`src/rtl/rc_charge_control_if.sv`:
```
// Sample-strobe / control-voltage bundle between the RC charge network and its consumer.
// The master side issues strobes and the charge gate; the slave side returns the voltage and status.
interface rc_charge_control_if;
    logic               audio_clk_en;
    logic               charge;
    logic signed [15:0] out;
    logic               out_valid;
    logic               busy;
    logic               overrun;

    modport master (
        output audio_clk_en,
        output charge,
        input  out,
        input  out_valid,
        input  busy,
        input  overrun
    );

    modport slave (
        input  audio_clk_en,
        input  charge,
        output out,
        output out_valid,
        output busy,
        output overrun
    );
endinterface

```
`src/rtl/rc_charge_control.sv`:
```
// RC charge/discharge control-voltage generator: one forward-Euler exponential step per
// audio sample, using a 16-cycle serial shift-add multiply of |target - out| by a Q0.16 coefficient.
module rc_charge_control #(
    parameter int unsigned        CLOCK_RATE   = 50000000,
    parameter int unsigned        SAMPLE_RATE  = 48000,
    parameter int unsigned        R_CHARGE     = 47000,
    parameter int unsigned        R_DISCHARGE  = 10000,
    parameter int unsigned        C_35_SHIFTED = 1134,
    parameter logic signed [15:0] V_HIGH       = 16'sd32767,
    parameter logic signed [15:0] V_LOW        = 16'sd0
) (
    input logic                clk,
    input logic                reset,
    rc_charge_control_if.slave bus
);

    // Q0.16 step fraction = 1/(fs*R*C), with C carried as farads * 2^35.
    function automatic logic [15:0] coef(input longint unsigned r);
        longint unsigned den;
        longint unsigned q;
        den = longint'(SAMPLE_RATE) * r * longint'(C_35_SHIFTED);
        if (den == 0) q = 65535;
        else          q = (64'd1 << 51) / den;
        if (q > 65535)    return 16'hFFFF;
        else if (q == 0)  return 16'd1;
        else              return q[15:0];
    endfunction

    localparam logic [15:0] K_CHG = coef(longint'(R_CHARGE));
    localparam logic [15:0] K_DIS = coef(longint'(R_DISCHARGE));

    // Scale the product back by 2^16; negative steps floor, and a non-zero error always moves by at least one LSB.
    function automatic logic signed [17:0] round_step(input logic [32:0] a,
                                                      input logic        negf,
                                                      input logic        nz);
        logic signed [17:0] s;
        logic signed [17:0] q;
        q = $signed({1'b0, a[32:16]});
        if (negf) s = -q - $signed({17'd0, |a[15:0]});
        else      s = q;
        if (nz && s == 18'sd0) s = negf ? -18'sd1 : 18'sd1;
        return s;
    endfunction

    function automatic logic signed [15:0] clamp_out(input logic signed [18:0] v,
                                                     input logic signed [15:0] tgt,
                                                     input logic               negf);
        logic signed [18:0] r;
        logic signed [18:0] t;
        logic signed [18:0] lo;
        logic signed [18:0] hi;
        r  = v;
        t  = $signed({{3{tgt[15]}}, tgt});
        lo = $signed({{3{V_LOW[15]}}, V_LOW});
        hi = $signed({{3{V_HIGH[15]}}, V_HIGH});
        if (!negf && r > t) r = t;
        if (negf && r < t)  r = t;
        if (r > hi) r = hi;
        if (r < lo) r = lo;
        return r[15:0];
    endfunction

    typedef enum logic [1:0] {
        IDLE  = 2'd0,
        MUL   = 2'd1,
        APPLY = 2'd2
    } state_t;

    state_t             state;
    logic [3:0]         cnt;
    logic [15:0]        k_sh;
    logic [32:0]        mcand;
    logic [32:0]        acc;
    logic               neg;
    logic               diff_nz;
    logic signed [15:0] target;
    logic signed [15:0] out_r;
    logic               out_valid_r;
    logic               busy_r;
    logic               overrun_r;

    logic signed [15:0] tgt_sel;
    logic signed [16:0] diff;
    logic [16:0]        mag;
    logic signed [17:0] step;
    logic signed [18:0] sum;
    logic signed [15:0] out_next;

    always_comb begin
        tgt_sel  = bus.charge ? V_HIGH : V_LOW;
        diff     = $signed({tgt_sel[15], tgt_sel}) - $signed({out_r[15], out_r});
        mag      = diff[16] ? 17'(-diff) : 17'(diff);
        step     = round_step(acc, neg, diff_nz);
        sum      = $signed({{3{out_r[15]}}, out_r}) + $signed({step[17], step});
        out_next = clamp_out(sum, target, neg);
    end

    always_ff @(posedge clk or posedge reset) begin
        if (reset) begin
            state       <= IDLE;
            cnt         <= 4'd0;
            k_sh        <= 16'd0;
            mcand       <= 33'd0;
            acc         <= 33'd0;
            neg         <= 1'b0;
            diff_nz     <= 1'b0;
            target      <= V_LOW;
            out_r       <= V_LOW;
            out_valid_r <= 1'b0;
            busy_r      <= 1'b0;
            overrun_r   <= 1'b0;
        end else begin
            out_valid_r <= 1'b0;
            if (bus.audio_clk_en && state != IDLE) overrun_r <= 1'b1;
            case (state)
                IDLE: begin
                    if (bus.audio_clk_en) begin
                        target  <= tgt_sel;
                        k_sh    <= bus.charge ? K_CHG : K_DIS;
                        mcand   <= {16'd0, mag};
                        acc     <= 33'd0;
                        neg     <= diff[16];
                        diff_nz <= (diff != 17'sd0);
                        cnt     <= 4'd0;
                        busy_r  <= 1'b1;
                        state   <= MUL;
                    end
                end
                // one coefficient bit per cycle, multiplicand pre-shifted to weight 2^i
                MUL: begin
                    if (k_sh[0]) acc <= acc + mcand;
                    mcand <= mcand << 1;
                    k_sh  <= k_sh >> 1;
                    cnt   <= cnt + 4'd1;
                    if (cnt == 4'd15) state <= APPLY;
                end
                APPLY: begin
                    out_r       <= out_next;
                    out_valid_r <= 1'b1;
                    busy_r      <= 1'b0;
                    state       <= IDLE;
                end
                default: state <= IDLE;
            endcase
        end
    end

    assign bus.out       = out_r;
    assign bus.out_valid = out_valid_r;
    assign bus.busy      = busy_r;
    assign bus.overrun   = overrun_r;

endmodule
```
`src/flat_wrapper.sv`:
```
// flat-port wrapper written by rule: the top's interface ports become plain ports
module rc_charge_control_flat 
#(
    parameter int unsigned        CLOCK_RATE   = 50000000,
    parameter int unsigned        SAMPLE_RATE  = 48000,
    parameter int unsigned        R_CHARGE     = 47000,
    parameter int unsigned        R_DISCHARGE  = 10000,
    parameter int unsigned        C_35_SHIFTED = 1134,
    parameter logic signed [15:0] V_HIGH       = 16'sd32767,
    parameter logic signed [15:0] V_LOW        = 16'sd0
)
  (clk, reset, bus_audio_clk_en, bus_charge, bus_out, bus_out_valid, bus_busy, bus_overrun);
  rc_charge_control_if bus_i ();
  input logic clk;
  input logic reset;
  input wire logic [$bits(bus_i.audio_clk_en)-1:0] bus_audio_clk_en;
  input wire logic [$bits(bus_i.charge)-1:0] bus_charge;
  output wire logic [$bits(bus_i.out)-1:0] bus_out;
  output wire logic [$bits(bus_i.out_valid)-1:0] bus_out_valid;
  output wire logic [$bits(bus_i.busy)-1:0] bus_busy;
  output wire logic [$bits(bus_i.overrun)-1:0] bus_overrun;
  assign bus_i.audio_clk_en = bus_audio_clk_en;
  assign bus_i.charge = bus_charge;
  assign bus_out = bus_i.out;
  assign bus_out_valid = bus_i.out_valid;
  assign bus_busy = bus_i.busy;
  assign bus_overrun = bus_i.overrun;
  rc_charge_control #(.CLOCK_RATE(CLOCK_RATE), .SAMPLE_RATE(SAMPLE_RATE), .R_CHARGE(R_CHARGE), .R_DISCHARGE(R_DISCHARGE), .C_35_SHIFTED(C_35_SHIFTED), .V_HIGH(V_HIGH), .V_LOW(V_LOW)) u_core (.clk(clk), .reset(reset), .bus(bus_i));
endmodule
```
`config.mk`:
```
export PLATFORM = sky130hd
export DESIGN_NAME = rc_charge_control_flat
export DESIGN_NICKNAME = d
export VERILOG_FILES = /design/src/rtl/rc_charge_control_if.sv /design/src/rtl/rc_charge_control.sv /design/src/flat_wrapper.sv
export SDC_FILE = /design/constraint.sdc
export NUM_CORES = 1
export LEC_CHECK = 0
export ABC_AREA = 1
export CAP_MARGIN = 10
export CORE_UTILIZATION = 58
export DETAILED_ROUTE_END_ITERATION = 12
export PLACE_DENSITY = 0.74
export SKIP_CTS_REPAIR_TIMING = 1
export SLEW_MARGIN = 5
export SYNTH_ARGS = -nofsm -noshare
export SYNTH_HDL_FRONTEND = slang
export SYNTH_SLANG_ARGS = --single-unit
```
`constraint.sdc`:
```
create_clock -name clk -period 11.85 [get_ports clk]
set_input_delay 1.185 -clock clk [delete_from_list [all_inputs] [get_ports clk]]
set_output_delay 1.185 -clock clk [all_outputs]
set_load 0.005 [all_outputs]
```
Word-level counts from Yosys, hierarchy flattened:

Index checks and enable logic that the tools add are counted.

* add/subtract/negate cells: 7
* multipliers: 0
* div/mod/pow operators: 0
* order comparisons: 4
* equality and inequality tests: 6
* shift operators: 0
* muxes and demuxes: 25
* bitwise gates (word level): 0
* reduce and logical (&&, ||, !) cells: 17

Operator list (count)
* $pmux W33 S2: 2
* $mux W33: 3
* $mux W19: 3
* $mux W18: 3
* $add A33 B33 Y33: 1
* $mux W16: 2
* $pmux W16 S2: 1
* $add A16 B18 Y19: 1
* $gt A19 B16 Y1: 1
* $gt A19 B16 Y1 const B: 1
* $lt A19 B1 Y1 const B: 1
* $lt A19 B16 Y1: 1
* $logic_not A18 Y1: 1
* $neg A17 Y18: 1
* $sub A18 B2 Y18: 1
* $mux W17: 1
* $neg A17 Y17: 1
* $reduce_bool A17 Y1: 1
* $sub A16 B16 Y17: 1
* $reduce_or A16 Y1: 1
* $mux W15: 1
* $mux W13: 1
* $pmux W4 S2: 1
* $reduce_and A2 Y1: 4
* 16 further kinds: 24

* register bits: 124
* bits in latches: 0
* memory bits (writable): 0
* ROM bits: 0
* input bits: 4
* output and inout port bits: 19
* logic and storage cells: 71
* memories kept: 0

Longest topological paths before layout:

Gate-level depths: netlist of the first run.

* word-level depth: 17
* mapped depth: 66
* mapped depth without buffers: 63

Worst setup path after synthesis of the first run:

OpenSTA, ideal clock, no wires.

* kind: flip-flop to flip-flop
* start: reg u_core.acc[15]
* end: reg u_core.out_r[0] (netlist: u_core.bus.out[0])
* setup time: 0.117 ns
* arrival time: 7.013 ns
* data required time: 11.733 ns
* setup slack: 4.720 ns
* stages on the path, launching flop included: 62
* path buffers: 3
* period minus slack after synthesis: 7.130 ns
* cell sequence: dfrtp_1 > nor2_1 > nand3_1 > nor4_1 > ha_1 > ha_1 > inv_1 > ha_1 > inv_1 > nand2_1 > nand2_1 > nand2_1 > nand2_1 > nand2_1 > nand2_1 > a21oi_1 > o21ai_0 > xor2_1 > [... 26 more ...] > nand3_1 > clkbuf_1 > nand2_1 > inv_1 > ha_1 > a21oi_1 > o21ai_0 > a21oi_1 > nor2_1 > nor2_1 > nand2_2 > nand2_4 > nand3_4 > buf_6 > nand2_1 > nand2_1 > nand2_1 > nand2_1

* word-level cells in the longest chain between the ends: 17

Ends and longest elaborated chain
* start, declared: line rc_charge_control.sv:73 `logic [32:0] acc;`
* start signal, assigned: line rc_charge_control.sv:131 `if (k_sh[0]) acc <= acc + mcand;`
* $reduce_or A16 Y1 (*): line rc_charge_control.sv:39 `if (negf) s = -q - $signed({17'd0, |a[15:0]});`
* $sub A18 B2 Y18 (*): line rc_charge_control.sv:39
* $mux W18 (*): line rc_charge_control.sv:39
* $logic_not A18 Y1: line rc_charge_control.sv:41 `if (nz && s == 18'sd0) s = negf ? -18'sd1 : 18'sd1;`
* $logic_and A1 B1 Y1: line rc_charge_control.sv:41
* $mux W18 (*): line rc_charge_control.sv:41
* $add A16 B18 Y19 (*): line rc_charge_control.sv:94 `sum = $signed({{3{out_r[15]}}, out_r}) + $signed({step[17], step});`
* $gt A19 B16 Y1: line rc_charge_control.sv:56 `if (!negf && r > t) r = t;`
* $logic_and A1 B1 Y1: line rc_charge_control.sv:56
* $mux W19 (*): line rc_charge_control.sv:56
* $lt A19 B16 Y1: line rc_charge_control.sv:57 `if (negf && r < t) r = t;`
* $logic_and A1 B1 Y1: line rc_charge_control.sv:57
* $mux W19 (*): line rc_charge_control.sv:57
* $gt A19 B16 Y1: line rc_charge_control.sv:58 `if (r > hi) r = hi;`
* $mux W19 (*): line rc_charge_control.sv:58
* $lt A19 B1 Y1: line rc_charge_control.sv:59 `if (r < lo) r = lo;`
* $mux W16 (*): line rc_charge_control.sv:59
* end signal, assigned: line rc_charge_control.sv:138 `out_r <= out_next;`
* end, declared: line rc_charge_control.sv:77 `logic signed [15:0] out_r;`

Mark *: on every way between the ends. The rest lies on a longest branch, timed or not.
A chain may end at the register's enable or synchronous reset.

Worst setup path after layout of the first run:

* start: reg u_core.acc[11]
* end: reg u_core.out_r[8] (netlist: u_core.bus.out[8])

Same word-level chain as after synthesis.

==> flow_summary.ini, run 1 <==
[worst_setup_path]
path_class = flop to flop
cp_common_cell = nand2_1
critPathLaunchType = flop
endpoint_kind = flop
required_ns = 12.10
path_buf_inv = 6
path_max_fanout = 16
cp_slowest_cell = fa_1
crit_path_max_incr_delay_ns = 0.45
path_delay_family = simple AND/OR/NAND/NOR gates
crit_arrival_ns = 8.61

[grt]
grt.overflow.total = 0
grt_pass1_vias = 8951
grt_pass1_wl_um = 42900
grt_antenna_before_repair = 0
grt_max_degree = 57
track_usage_pct = 29.6

[run]
maxCapViolCount = 0

[clocking]
h-tree-depth = 3
clock-sinks = 107
root_buffer = clkbuf_16
cts_buffers = 9
cts_buffer_depth = 2
cts_tree = yes
insertion_delay_ns = 0.36
clk_pin_slew_worst_paths_ns = 0.08

[sta]
finalSetupViolCount = 0
hold_viol = 0
hold_slack_ns = 0.490
fmax_mhz = 120
finalClockSkew_ns = 0.0162
maxSlewHeadroom_pct = 24.8
rsz0062_at_grt = false
worstMarginPinSlew_ns = 1.13
setup_tns_ns = 0
fin_crit_sh_pct = 70.6
drv_slew = 0
period_needed_ns = 8.36

[finish]
antenna_cells = 0
postLayoutCoreUtil_pct = 63.4
area_delta_synth_final_pct = 7.07
layout.nets = 1647
drive_gt1_share_pct = 3.27

[drt]
drc_errors = 0
first_iter_violations = 721
vias_per_cell = 5.57
wire_per_inst_um = 14.7
ant_nets = 0
drtPass1Iterations = 5
detail_route.wirelength_um = 25700
vias = 9767

[yosys]
ys_types = 45
async_flop_share_pct = 100
syn_inst = 1517
syn_area_sq_um = 10200
syn_area_per_cell_sq_um = 6.72
synth-edff-count = 0
synth-seq-cells = 107
yosysSeqAreaShare_pct = 26.3
yosys_most_used_dff = dfrtp_1
yosysWarnings = 0
syn_nets = 1639

[hold_path]
min_path_type = flop to flop

[die]
placeableCoreArea_sq_um = 17200
die_height_um = 135
initial_utilization_pct = 59.2
fp.dieW_um = 135
die_area_sq_um = 18100
row_count = 48
io_pins = 23

[run_status]
outcome = finished clean

[placed_design]
io_buffers = 22
hpwl_um = 20300
gp_congestion = 0.936
[cells by family (layout without fill, tap and decap cells)]
family,after synthesis,after routing,synth area share (%)
and+or+nand+nor,624,624,25.7
AOI/OAI and AO/OA,327,327,18.1
buffers and inverters,290,303,11.0
adders and majority gates,118,118,14.7
DFF,107,107,26.3
xor gates and xnor gates,51,51,4.38
[tightest hold or removal path: stages, from the launching register on]
cell,delay [ns]
dfrtp_1,0.35
nand2_1,0.06
nand2_1,0.05
[layout make-up]
class,count,area (sq um)
sequential,107,2680
clock inverter,7,92.6
inverter,259,975
tap,225,282
clock buffer,9,225
timing repair buffer,28,265
fill,1659,6320
multi-input combinational,1120,6400
[state kept, by name, summed over array words and instances (netlist names)]
| name | cells |
|---|---|
| u_core.acc | 33 |
| u_core.bus.busy | 1 |
| u_core.bus.out | 16 |
| u_core.bus.out_valid | 1 |
| u_core.bus.overrun | 1 |
| u_core.cnt | 4 |
| u_core.diff_nz | 1 |
| u_core.k_sh | 13 |
| u_core.mcand | 33 |
| u_core.neg | 1 |
| u_core.state | 2 |
| u_core.target | 1 |
[path summary, 6_finish.rpt]
kind | slack [ns] | startpoint | end | cells past startpoint
min in group asynchronous | 1.29 | reset | u_core.bus.busy | 2
min | 0.49 | u_core.bus.busy | u_core.bus.busy | 2
min reg2reg | 0.49 | u_core.bus.busy | u_core.bus.busy | 2
max in group asynchronous | 9.42 | reset | u_core.acc[11] | 3
max reg2reg | 3.49 | u_core.acc[11] | u_core.bus.out[8] | 58
max | 3.49 | u_core.acc[11] | u_core.bus.out[8] | 58
[through the flow]
step           worst slack (ns)  instance area [sq um]  std cells
3_3_place_gp               3.72                  10600       1739
6_report                   3.49                  10900       1755
3_5_place_dp               3.65                  10600       1739
2_1_floorplan              4.72                  10200       1517
5_1_grt                    2.61                  10900       1755
4_1_cts                    3.60                  10900       1755
[synthesized netlist by cell type, types with 16 or more instances]
master,instances,area share (%)
a21oi_1,121,5.9
a22oi_1,16,1.2
clkbuf_1,22,0.81
dfrtp_1,107,26
ha_1,115,14
inv_1,254,9.3
nand2_1,413,15
nand3_1,62,3.0
nor2_1,83,3.1
o21ai_0,108,5.3
o22ai_1,29,1.8
xor2_1,36,3.1
[metal layers]
layer  routed length [um]  share of wire (%)  global-route usage [%]
met5                    0                  0                       0
met4                  369                1.4                    7.49
met3                 1150                4.5                    3.04
met2                11900                 46                    49.3
met1                12300                 48                    41.2
[layout by cell type (no fill, tap or decap), types with 14 or more instances in the layout]
cell and instances:
ha_1 115, nand4_1 15, o22ai_1 29, clkdlybuf4s50_1 22
nor2_1 83, a21oi_1 121, nand3_1 62, nor3_1 14
nand2_1 413, xnor2_1 15, dfrtp_1 107, a22oi_1 16
inv_1 253, xor2_1 36, o21ai_0 108
Power of run 1 is left out: the tool's default activity adds up to more than one toggle a clock period on the data nets, which glitch-free logic cannot reach.
==> run 2, diff against run 1 <==
Settings changed: PLACE_DENSITY 0.74 to 0.77.
Clock period 11.85 ns to 7.1 ns, I/O delays scaled along.
==> run 2 against run 1 <==
Net effect:
- the flow now finishes with violations (negative setup slack)
- wire length increased by 17%
- register-to-register slack worse by 4.1 ns
- die area stayed put
==> flow_summary.ini, run 2 (synthesis gave the netlist of run 1 again) <==
[sta]
drv_slew = 0
finalClockSkew_ns = 0.0152
fin_ws_ns = -0.648
fmax_mhz = 129
hold_viol = 0
rsz0062_at_grt = true
fin_crit_sh_pct = 109
worstMarginPinSlew_ns = 0.949
hold_slack_ns = 0.478
maxSlewHeadroom_pct = 36.6
finalSetupViolCount = 15
period_needed_ns = 7.75

[clocking]
cts_buffers = 9
clock-sinks = 107
insertion_delay_ns = 0.37
cts_tree = yes
h-tree-depth = 3
clk_pin_slew_worst_paths_ns = 0.08
cts_buffer_depth = 2
root_buffer = clkbuf_16

[finish]
layout.nets = 1777
final_cell_mix = nand2_1, inv_1, buf_4
fillers = 1316
instances_no_fill = 1885
drive_gt1_share_pct = 18.6
layout_commonest_cell = nand2_1
antenna_cells = 0
area_delta_synth_final_pct = 23.8

[grt]
track_usage_pct = 31.1
grt_max_degree = 64
grt_pass1_vias = 9506
grt.overflow.total = 0
grt_antenna_before_repair = 0
grt_pass1_wl_um = 45000

[worst_setup_path]
crit_arrival_ns = 8.00
cp_slowest_cell = dfrtp_1
r2r-start = u_core.acc[8]
rr_worst_depth = 61
critPathLaunchType = flop
timing.critical_path.from = u_core.acc[8]
path_class = flop to flop
reg2reg_setup_slack_ns = -0.65
path_max_fanout = 8
required_ns = 7.36
r2r_end = u_core.bus.out[0]
endpoint_kind = flop
endpoint = u_core.bus.out[0]
cp_common_cell = nand2_2
crit_path_max_incr_delay_ns = 0.39

[die]
io_pins = 23
die_area_sq_um = 18100
row_count = 48
placeableCoreArea_sq_um = 17200
initial_utilization_pct = 59.2
die_height_um = 135
fp.dieW_um = 135

[drt]
detail_route.wirelength_um = 30100
wire_per_inst_um = 16.0
drtPass1Iterations = 5
ant_nets = 0
drc_errors = 0
vias = 10704
vias_per_cell = 5.68
first_iter_violations = 717

[placed_design]
hpwl_um = 21000
io_buffers = 22
dp_cells = 1847
gp_congestion = 0.923

[hold_path]
min_path_type = flop to flop
min-delay-start = u_core.bus.busy

[run_status]
violations = negative setup slack
outcome = finished, violations left

[run]
maxCapViolCount = 0
[run 2: routing by layer]
layer	part of all wire, %	up-vias	routed length [um]	track usage, %
met3	5.3	92	1610	3.53
met2	49	332	14800	54.3
li1	-	5265	-	-
met1	42	5015	12600	40.9
met5	0	-	0	0
met4	3.7	0	1120	8.11
[run 2: worst min-delay path by stage]
stage / slack, ns / cells after the start / endpoint
6_report: 0.48 / 2 / u_core.bus.busy
5_1_grt: 0.49 / 1 / u_core.bus.overrun
4_1_cts: 0.48 / 2 / u_core.bus.busy
3_5_place_dp: 0.46 / 2 / u_core.bus.busy
3_3_place_gp: 0.46 / 2 / u_core.bus.busy
2_1_floorplan: 0.45 / 2 / u_core.k_sh[8]
[run 2: area by class of cell]
cell class | count | area (sq um) | share of cell area [%]
inverter | 259 | 975 | 7.72
multi-input combinational | 1125 | 7140 | 56.5
tap | 225 | 282 | 2.23
sequential | 107 | 2680 | 21.2
clock buffer | 10 | 239 | 1.89
timing repair buffer | 153 | 1240 | 9.81
clock inverter | 6 | 81.3 | 0.644
[run 2: critical path: cells and delay by family (launching register included)]
kind | cells | cell delay [ns]
flip-flops | 1 | 0.39
adder cells (fa/ha/maj) | 6 | 1.34
XOR/XNOR | 2 | 0.38
AO/OA/AOI/OAI | 6 | 0.81
AND/OR/NAND/NOR | 37 | 3.89
buffers and inverters | 10 | 0.80
[run 2: metrics by stage]
stage          setup TNS (ns)  area (sq um)  setup slack (ns)  util (%)
3_3_place_gp            -4.92         11400            -0.336      66.3
5_1_grt                -16.35         12600             -1.13      73.3
2_1_floorplan               0         10200            0.0667         -
6_report                -9.11         12600            -0.648      73.3
4_1_cts                 -9.13         11700            -0.636      68.1
3_5_place_dp            -8.16         11400            -0.576      66.3
Power of run 2 is left out for the same reason.
==> run 3, diff against run 2 <==
Settings changed: PLACE_DENSITY 0.77 to 0.74.
Clock period 7.1 ns to 7.47 ns, I/O delays scaled along.
==> run 3 against run 2 <==
Net effect:
- the flow still finishes with violations (negative setup slack)
- design area decreased by 3.4%
- count of clock-buffer cells in the layout unchanged
- hold slack about the same
- first-iteration DRC count decreased by 8.2%
- core utilization decreased by 2.5 points
- critical path depth increased by 2
- via count decreased by 3.8%
- die area unchanged
- register-to-register slack improved by 0.42 ns
- largest cell class unchanged
==> flow_summary.ini, run 3 (synthesis gave the netlist of run 1 again) <==
[grt]
grt_pass1_wl_um = 44000
grt_max_degree = 85
grt_antenna_before_repair = 0
grt.overflow.total = 0
track_usage_pct = 30.1
grt_pass1_vias = 9271

[hold_path]
hold_end = u_core.bus.busy
min_path_type = flop to flop
min-delay-start = u_core.bus.busy
holdPathStages = 2

[drt]
wire_per_inst_um = 15.8
vias_per_cell = 5.67
detail_route.wirelength_um = 28700
first_iter_violations = 658
vias = 10300
drtPass1Iterations = 5
ant_nets = 0
drc_errors = 0

[clocking]
cts_buffers = 9
h-tree-depth = 3
cts_tree = yes
clk_pin_slew_worst_paths_ns = 0.07
clock-sinks = 107
insertion_delay_ns = 0.36
cts_buffer_depth = 2
root_buffer = clkbuf_16

[die]
fp.dieW_um = 135
initial_utilization_pct = 59.2
placeableCoreArea_sq_um = 17200
row_count = 48
io_pins = 23
die_height_um = 135
die_area_sq_um = 18100

[worst_setup_path]
path_max_fanout = 8
rr_worst_depth = 63
crit_cells = 63
cp_slowest_cell = dfrtp_1
critPathLaunchType = flop
r2r_end = u_core.bus.out[2]
r2r-start = u_core.acc[1]
path_delay_family = simple AND/OR/NAND/NOR gates
crit_path_max_incr_delay_ns = 0.41
endpoint_kind = flop
required_ns = 7.71
path_class = flop to flop
crit_arrival_ns = 7.93
path_buf_inv = 9
reg2reg_setup_slack_ns = -0.23
cp_common_cell = nand2_1

[sta]
setup_tns_ns = -3.01
worstMarginPinSlew_ns = 1.24
hold_viol = 0
drv_slew = 0
finalSetupViolCount = 15
fin_ws_ns = -0.227
finalClockSkew_ns = 0.0189
fmax_mhz = 130
fin_crit_sh_pct = 103
period_needed_ns = 7.70
rsz0062_at_grt = true
maxSlewHeadroom_pct = 17.1

[finish]
layout_commonest_cell = nand2_1
final_cell_mix = nand2_1, inv_1, dfrtp_1
layout.nets = 1707
drive_gt1_share_pct = 15.3
antenna_cells = 0
area_delta_synth_final_pct = 19.6

[run_status]
violations = negative setup slack
outcome = finished, violations left

[placed_design]
gp_congestion = 0.949
io_buffers = 22
hpwl_um = 20400

[run]
maxCapViolCount = 0
## run 3: final cells by class
type / count / area (sq um)
multi-input cells: 1124 / 7230
fillers: 1377 / 5040
flip-flops and latches: 107 / 2680
inverters: 259 / 977
repair buffers: 84 / 731
well taps: 225 / 282
clock buffers: 10 / 239
clock inverters: 6 / 57.6
## run 3: how the worst max path moves through the flow
stage,from,end,slack (ns)
finish,u_core.acc[1],u_core.bus.out[2],-0.23
global route,u_core.acc[1],u_core.bus.out[0],-0.84
CTS,u_core.acc[11],u_core.bus.out[13],-0.48
detailed placement,u_core.acc[11],u_core.bus.out[7],-0.32
global placement,u_core.acc[11],u_core.bus.out[14],-0.19
floorplan,u_core.acc[15],u_core.bus.out[0],0.34
## run 3: stage by stage
| step | utilization [%] | area [sq um] | setup slack, ns | cells | hold slack (ns) |
|---|---|---|---|---|---|
| 6_report | 70.8 | 12200 | -0.227 | 1815 | 0.478 |
| 5_1_grt | 70.8 | 12200 | -0.841 | 1815 | 0.501 |
| 4_1_cts | 64.6 | 11100 | -0.476 | 1786 | 0.476 |
| 3_5_place_dp | 62.9 | 10800 | -0.325 | 1770 | 0.458 |
| 3_3_place_gp | 62.9 | 10800 | -0.185 | 1770 | 0.465 |
| 2_1_floorplan | - | 10200 | 0.340 | 1517 | 0.452 |
## run 3: metal layers
| layer | up-vias | track usage (%) | part of all wire, % |
|---|---|---|---|
| li1 | 5117 | - | - |
| met1 | 4825 | 41.4 | 44 |
| met2 | 301 | 50.5 | 48 |
| met3 | 57 | 3.15 | 5.3 |
| met4 | 0 | 7.99 | 2.3 |
| met5 | - | 0 | 0 |
## run 3: worst min-delay path: stages, from the launching register on
cell	delay (ns)
dfrtp_1	0.35
nand2_1	0.05
nand2_1	0.04
Power of run 3 is left out for the same reason.
